$ cat src/rtl/blocked_mul_engine.sv
// Schoolbook limb-by-limb multiplier: one BLOCK_LENGTH x BLOCK_LENGTH product per cycle
// into a double-width accumulator, with optional low-half (mod 2^DATA_LENGTH) mode.
//
// state     | meaning
// S_IDLE    | ready for a start request
// S_COMPUTE | issuing one limb product per cycle
// S_FINISH  | result valid, done pulse
module blocked_mul_engine #(
  parameter int DATA_LENGTH  = 64,
  parameter int BLOCK_LENGTH = 16,
  parameter int LENGTH       = 16
) (
  input  logic                       clk_i,
  input  logic                       rst_ni,
  input  logic                       start_i,
  input  logic                       mode_i,
  input  logic [DATA_LENGTH-1:0]     a_i,
  input  logic [DATA_LENGTH-1:0]     b_i,
  output logic                       ready_o,
  output logic                       busy_o,
  output logic                       done_o,
  output logic [2*DATA_LENGTH-1:0]   result_o
);

  localparam int NUM_BLOCKS = DATA_LENGTH / BLOCK_LENGTH;
  localparam int IDX_W      = (NUM_BLOCKS > 1) ? $clog2(NUM_BLOCKS) : 1;
  localparam logic [LENGTH-1:0] N_FULL = LENGTH'(NUM_BLOCKS * NUM_BLOCKS);
  localparam logic [LENGTH-1:0] N_LOW  = LENGTH'(NUM_BLOCKS * (NUM_BLOCKS + 1) / 2);

  typedef enum logic [1:0] {S_IDLE, S_COMPUTE, S_FINISH} state_t;

  state_t                                     state;
  logic [NUM_BLOCKS-1:0][BLOCK_LENGTH-1:0]    a_q;
  logic [NUM_BLOCKS-1:0][BLOCK_LENGTH-1:0]    b_q;
  logic                                       mode_q;
  logic [2*DATA_LENGTH-1:0]                   acc;
  logic [LENGTH-1:0]                          cnt;
  logic [IDX_W-1:0]                           i_idx;
  logic [IDX_W-1:0]                           j_idx;

  logic [2*BLOCK_LENGTH-1:0]                  prod;
  logic [2*DATA_LENGTH-1:0]                   term;
  logic [2*DATA_LENGTH-1:0]                   acc_next;
  logic                                       last_i;
  logic                                       last_step;

  always_comb begin
    prod = {{BLOCK_LENGTH{1'b0}}, a_q[i_idx]} * {{BLOCK_LENGTH{1'b0}}, b_q[j_idx]};
    term = '0;
    term[2*BLOCK_LENGTH-1:0] = prod;
    term = term << ((int'(i_idx) + int'(j_idx)) * BLOCK_LENGTH);
    acc_next = acc + term;
    // Low mode shortens each inner pass so i+j never reaches NUM_BLOCKS.
    if (mode_q)
      last_i = (int'(i_idx) == NUM_BLOCKS - 1 - int'(j_idx));
    else
      last_i = (int'(i_idx) == NUM_BLOCKS - 1);
    last_step = (cnt == ((mode_q ? N_LOW : N_FULL) - LENGTH'(1)));
  end

  always_ff @(posedge clk_i) begin
    if (!rst_ni) begin
      state    <= S_IDLE;
      a_q      <= '0;
      b_q      <= '0;
      mode_q   <= 1'b0;
      acc      <= '0;
      cnt      <= '0;
      i_idx    <= '0;
      j_idx    <= '0;
      result_o <= '0;
    end else begin
      case (state)
        S_IDLE: begin
          if (start_i) begin
            a_q    <= a_i;
            b_q    <= b_i;
            mode_q <= mode_i;
            acc    <= '0;
            cnt    <= '0;
            i_idx  <= '0;
            j_idx  <= '0;
            state  <= S_COMPUTE;
          end
        end
        S_COMPUTE: begin
          acc <= acc_next;
          cnt <= cnt + LENGTH'(1);
          if (last_i) begin
            i_idx <= '0;
            j_idx <= j_idx + IDX_W'(1);
          end else begin
            i_idx <= i_idx + IDX_W'(1);
          end
          // Result is loaded on the edge into finish so it is valid alongside done.
          if (last_step) begin
            if (mode_q)
              result_o <= {{DATA_LENGTH{1'b0}}, acc_next[DATA_LENGTH-1:0]};
            else
              result_o <= acc_next;
            state <= S_FINISH;
          end
        end
        S_FINISH: state <= S_IDLE;
        default:  state <= S_IDLE;
      endcase
    end
  end

  assign ready_o = (state == S_IDLE);
  assign busy_o  = (state == S_COMPUTE) || (state == S_FINISH);
  assign done_o  = (state == S_FINISH);

endmodule

$ cat config.mk
export PLATFORM = sky130hd
export DESIGN_NAME = blocked_mul_engine
export DESIGN_NICKNAME = d
export VERILOG_FILES = /design/src/rtl/blocked_mul_engine.sv
export SDC_FILE = /design/constraint.sdc
export NUM_CORES = 2
export LEC_CHECK = 0
export CAP_MARGIN = 20
export CORE_MARGIN = 2
export CORE_UTILIZATION = 30
export DETAILED_ROUTE_END_ITERATION = 10
export HOLD_SLACK_MARGIN = 0.1
export MAX_ROUTING_LAYER = met4
export SETUP_SLACK_MARGIN = 0.05
export SLEW_MARGIN = 20
export SYNTH_ARGS = -nofsm -noshare
export SYNTH_HDL_FRONTEND = slang
export SYNTH_SLANG_ARGS = --single-unit
$ cat constraint.sdc
create_clock -name clk_i -period 11.38 [get_ports clk_i]
set_input_delay 3.414 -clock clk_i [delete_from_list [all_inputs] [get_ports clk_i]]
set_output_delay 3.414 -clock clk_i [all_outputs]
set_load 0.02 [all_outputs]
### After elaboration in Yosys (flattened, before gate mapping)

Index checks and enable logic that the tools add are counted.

| operators by class | value |
|---|---|
| add/sub/neg operators | 7 |
| equal/unequal tests | 8 |
| reduce and logical (&&, ||, !) cells | 8 |
| multiplexer cells | 19 |
| order comparisons | 2 |
| multipliers | 1 |
| shifts and indexed selects | 1 |

Operator list:

| kind | count |
|---|---|
| 128-bit two-way mux | 2 |
| 128-bit case mux with 2 select lines | 1 |
| 128-bit adder | 1 |
| 32-bit by 7-bit << shifter with 128-bit output | 1 |
| 16-bit binary-select mux with 2-bit select | 2 |
| 16-bit two-way mux | 3 |
| 16-bit by 16-bit multiplier with 32-bit output | 1 |
| 16-bit case mux with 2 select lines | 1 |
| 16-bit by 1-bit adder with 16-bit output (second input constant) | 1 |
| 16-bit equality test | 1 |
| 2-bit case mux with 2 select lines | 3 |
| 2-bit two-way mux | 5 |
| 2-bit AND reduction | 4 |
| 2-bit by 3-bit < comparator with 1-bit output (second input constant) | 2 |
| 2-bit != test (second input constant) | 3 |
| 5-bit by 1-bit subtractor with 6-bit output (second input constant) | 1 |
| 5-bit two-way mux | 1 |
| 2-bit by 1-bit adder with 2-bit output (second input constant) | 2 |
| 2-bit by 1-bit equality test with 1-bit output (second input constant) | 2 |
| 2-bit by 2-bit adder with 3-bit output | 1 |
| 3-bit equality test | 1 |
| 3-bit AND reduction | 1 |
| 2-bit by 2-bit subtractor with 3-bit output (first input constant) | 1 |
| 2-bit equality test (second input constant) | 1 |
| other kinds (4) | 4 |

| storage, ports and cells | value |
|---|---|
| word-level logic and storage cells | 61 |
| output and inout bits | 131 |
| input bits | 132 |
| register bits after elaboration | 407 |

### Logic depth before layout (Yosys ltp)

| logic depth | value |
|---|---|
| depth after elaboration | 6 |
| mapped depth | 43 |
| gate-level depth less buffers | 38 |

### Least setup slack after synthesis

OpenSTA, ideal clock, no wires.

| timing | value |
|---|---|
| path type | reg2reg |
| start point | register i_idx[0] |
| end point | register acc[117] |
| buffers on the path | 4 |
| stages on the path, launching flop included | 41 |
| arrival | 10,453 ps |
| data required time | 11,263 ps |
| period minus slack after synthesis | 10,569 ps |
| slack | 811 ps |
| setup time | 117 ps |
| cell sequence | dfxtp_1 -> clkbuf_1 -> buf_1 -> clkbuf_1 -> mux4_2 -> and2_1 -> fa_1 -> inv_1 -> fa_1 -> inv_1 -> fa_1 -> fa_1 -> fa_1 -> inv_1 -> fa_1 -> inv_1 -> ha_1 -> a2111oi_0 -> [... 5 more ...] -> a21o_1 -> a21oi_1 -> xnor2_1 -> mux2_2 -> nor2_1 -> ha_1 -> buf_2 -> nand2_1 -> or3_1 -> or4_1 -> a211oi_2 -> o21a_2 -> o2111ai_1 -> and3_4 -> or4_1 -> nand2_1 -> xor2_1 -> a22o_1 |

| on the way | value |
|---|---|
| word-level cells in the longest chain between the ends | 6 |
| elaborated cells between the ends (all ways) | 7 |
| those cells by class | 2 x add/sub; 1 x mul; 1 x shift; 3 x mux |

RTL lines:

| what | line | RTL |
|---|---|---|
| start: declaration | 38 | `logic [IDX_W-1:0] i_idx;` |
| start signal: assignment | 93 | `i_idx <= i_idx + IDX_W'(1);` |
| 16-bit binary-select mux with 2-bit select | 48 | `prod = {{BLOCK_LENGTH{1'b0}}, a_q[i_idx]} * {{BLOCK_LENGTH{1'b0}}, b_q[j_idx]};` |
| 16-bit two-way mux (not written as such) | 48 |  |
| 16-bit by 16-bit multiplier with 32-bit output | 48 |  |
| 32-bit by 7-bit << shifter with 128-bit output (*) | 51 | `term = term << ((int'(i_idx) + int'(j_idx)) * BLOCK_LENGTH);` |
| 128-bit adder (*) | 52 | `acc_next = acc + term;` |
| 128-bit case mux with 2 select lines (*) | 73 | `case (state)` |
| end signal: assignment | 87 | `acc <= acc_next;` |
| end: declaration | 36 | `logic [2*DATA_LENGTH-1:0] acc;` |

Every way passes the cells marked *; elsewhere a longest branch is shown, timed or not. The select of a mux whose other input is x is not followed.
A chain may end at the register's enable or synchronous reset.

### Worst setup path after layout

| timing | value |
|---|---|
| start point | register i_idx[0] |
| end point | register acc[89] |

Same word-level chain as after synthesis.

==> results.md <==
* Gr usage total at 0.211
* Fin. Hold Viols at 0
* LEAKAGE at 16.0 nW
* Cells after DPL at 5,531
* Post-synthesis sequential area ratio at 0.248
* Post-synth EDFFs at 0
* # DRC at 0
* Initial antenna violation count at 1
* Worst-case vdd ir drop at 0.0932 mV
* CTS tree: yes
* Synth top area share at 0.248
* Dominant synthesized flop cell: dfxtp_1
* Dominant cell type by area after synthesis: dfxtp_1
* Row cnt at 121
* R2R setup slack at a little under 500 ps
* Layout cells sized above 1 at 0.0624
* Initial DRC Count at between 2,000 and 3,000
* Number of distinct library cells after synthesis at 75
* Syn Std Cell Area at approximately 0.033 sq mm
* Outcome: complete, no violations
* Max Transition Viols Final at 0
* Clock Latency Late Sink at 640 ps
* Pin count of the biggest net entering global routing at roughly 110
* Crit path time final at 10,890 ps
* H-tree depth at 2
* FF-to-FF Start: i_idx[0]
* Total Nets Final at 4,741
* Area of the multi-input gates at 0.0230 sq mm
* PwrDens at 102 mW/mm^2
* CP max stage delay at 750 ps
* Starting density of the core at 0.302
* Vias per inst at 5.30
* Endpoint, Worst Hold: result_o[34]
* Kind of critical path: reg -> reg
* Tot Pwr at 3.99 mW
* Die H at 335 microns
* Unrepaired setup endpoints after global routing: no
* Drt pass-1 iters at 5
* DRT antenna net count at 0
* Logic pwr share at 0.216
* Grt total ovfl at 0
* Async S/R FF share, synth at 0
* Sequential Power Share at 0.372
* Switching part of the total power at 0.320
* Setup TNS at 0 ps
* CP startpoint kind: register
* Top Family by Delay on Critical Path: adder cells
* Power Internal at 2.71 mW
* Hold Path Class: reg -> reg
* First-pass GRT wire length at 179,000 microns
* Io pins at ~260
* Die area at between 0.1 and 0.15 sq mm
* Wire length per cell at 21.1 microns
* Seq. cell area at 0.00815 sq mm
* Post-detail-place hpwl at just over 90,000 microns
* Slew HR at 0.269
* Clock-pin slew of the registers on the worst-case setup and hold paths at 60 ps
* Sum of buffers and inverters on the critical path at 5
* Synth warnings at 0
* Cts bufs inserted at 48
* Synth Area per Inst at 8.18 sq um
* Clock Path Buffers at 3
* Clk network pwr share at 0.412
* Top area cells in the synthesized netlist: dfxtp_1 25%, fa_1 12%, ha_1 9.0%
* Mapped Nets at 4,579
* Die X at 335 microns
* Final setup fails at 0
* CP max FO at 16
* Core region area at around 0.11 sq mm
* CP max stage cell: mux4_2
* P_sw at 1.27 mW
* Worst Reg-to-Reg Cells at 35
* CTS root buf: clkbuf_16
* Fmax at slightly above 0.09 GHz
* Clock skew at 27.7 ps
* Synth Register Bits at 407
* Hold Path Origin: result_o[34]
* Finished Layout Cells at 5,628
* Max-cap violations at 0
* RR Endpoint: acc[89]
* PortBufs at 262
* Via total after detailed routing at roughly 30,000
* Most frequent CP cell: fa_1
* Hold-critical path depth at 2
* Cells after Synth at about 4,000
* Area grow syn2layout at 18.4%
* Critical path arrival at between 10,000 and 15,000 ps
* Clock sink count at slightly above 400
* WL final at 119,000 microns
* Worst-margin pin slew at 1100 ps
* Vias in the first global route at 29,012
* Final estimated routing congestion in global placement at 1.04
* CP endpoint kind: register
* Final period util at 0.957
* WP data required at 11,900 ps
* Fillers at 11,315
[routing by layer]
layer	GRT usage	up-vias	part of all wire	wire (microns)
li1	-	14095	-	-
met1	0.282	14573	0.45	52900
met2	0.323	977	0.45	53400
met3	0.0372	200	0.069	8120
met4	0.0665	0	0.034	4090
met5	-	-	0	0
[kinds of logic after synthesis]
group,after synthesis,synth area share
xor+xnor,164,0.0437
flops,407,0.248
simple gates,1397,0.193
fa+ha+maj,432,0.209
mux,47,0.0267
buf+inv,529,0.0608
compound gates,1039,0.218
[how the worst max path moves through the flow]
stage / start / slack, ps / cells after the start / end
after floorplan: i_idx[0] / 810 / 40 / acc[117]
after global placement: j_idx[0] / 330 / 38 / acc[114]
after detailed placement: j_idx[0] / 260 / 38 / acc[114]
after CTS: j_idx[0] / 210 / 38 / acc[114]
after global routing: j_idx[0] / 20 / 37 / acc[126]
final: i_idx[0] / 490 / 35 / acc[89]
[repair_timing]
| action | in CTS | in global routing |
|---|---|---|
| resized for setup | 0 | 33 |
| hold buffers | 0 | 0 |
| setup buffers | 0 | 9 |
| endpoints found under the setup margin | 0 | 84 |
[synth_stat cells (7+ instances only)]
cell type / count
nand2_1: 719
dfxtp_1: 407
inv_1: 286
ha_1: 236
clkbuf_1: 227
nor2_1: 219
a21boi_0: 208
a21oi_1: 203
fa_1: 196
and2_1: 143
o21ai_0: 140
a22o_1: 118
nor2b_1: 93
xnor2_1: 88
xor2_1: 76
a21o_1: 75
a22oi_1: 67
nand4_1: 66
o21bai_1: 37
nand3_1: 36
nor3_1: 36
mux4_2: 32
o22ai_1: 32
o21a_1: 22
o31ai_1: 22
and3_1: 19
a31oi_1: 17
nand2b_1: 17
nor4_1: 16
buf_1: 12
mux2i_1: 11
a221oi_1: 10
o211ai_1: 10
a211oi_1: 9
o2111ai_1: 8
a211o_1: 7
[power by group through the flow]
stage	sequential, mW	combinational [mW]	clock, mW
after global placement	1.51	0.838	0
after detailed placement	1.51	0.838	0
final	1.48	0.860	1.64
after CTS	1.48	0.842	1.68
after floorplan	1.51	0.506	0
after global routing	1.49	0.931	1.74
[cell type report]
| type | count | area share |
|---|---|---|
| repair buffers | 354 | 0.0855 |
| clock inverters | 25 | 0.00875 |
| multi-input cells | 3080 | 0.590 |
| flip-flops and latches | 407 | 0.209 |
| clock buffers | 61 | 0.0334 |
| diodes | 1 | 0.0000643 |
| inverters | 286 | 0.0276 |
| well taps | 1414 | 0.0455 |
[worst min-delay path, stage by stage, from the launching register on]
cell      delay, ps
dfxtp_1         310
nand2_1          40
a21boi_0         60
[metrics by stage]
step / instance area (sq um) / hold slack, ps / util / setup slack, ps
after global routing: 38900 / 480 / 0.358 / 15.3
after floorplan: 32900 / 422 / - / 811
after global placement: 37000 / 445 / 0.341 / 328
final: 38900 / 462 / 0.358 / 491
after CTS: 38700 / 465 / 0.356 / 211
after detailed placement: 37000 / 456 / 0.341 / 259
[sequential cells by signal, summed over array words and instances (netlist names)]
signal / count
result_o: 128
b_q: 64
a_q: 64
i_idx: 2
j_idx: 2
mode_q: 1
cnt: 16
acc: 128
state: 2
[placed cells by master, fill, tap and decap left out, drive strengths merged, types with 93 or more instances in the layout]
cell type and instances:
buf 93, o21ai 142, nor2 219, nor2b 93
nand2 719, a21boi 208, dfxtp 407, a21oi 203
ha 236, inv 293, clkdlybuf4s50 261, and2 145
fa 196, a22o 118
Note: power is estimated with default switching activity, not from simulation.
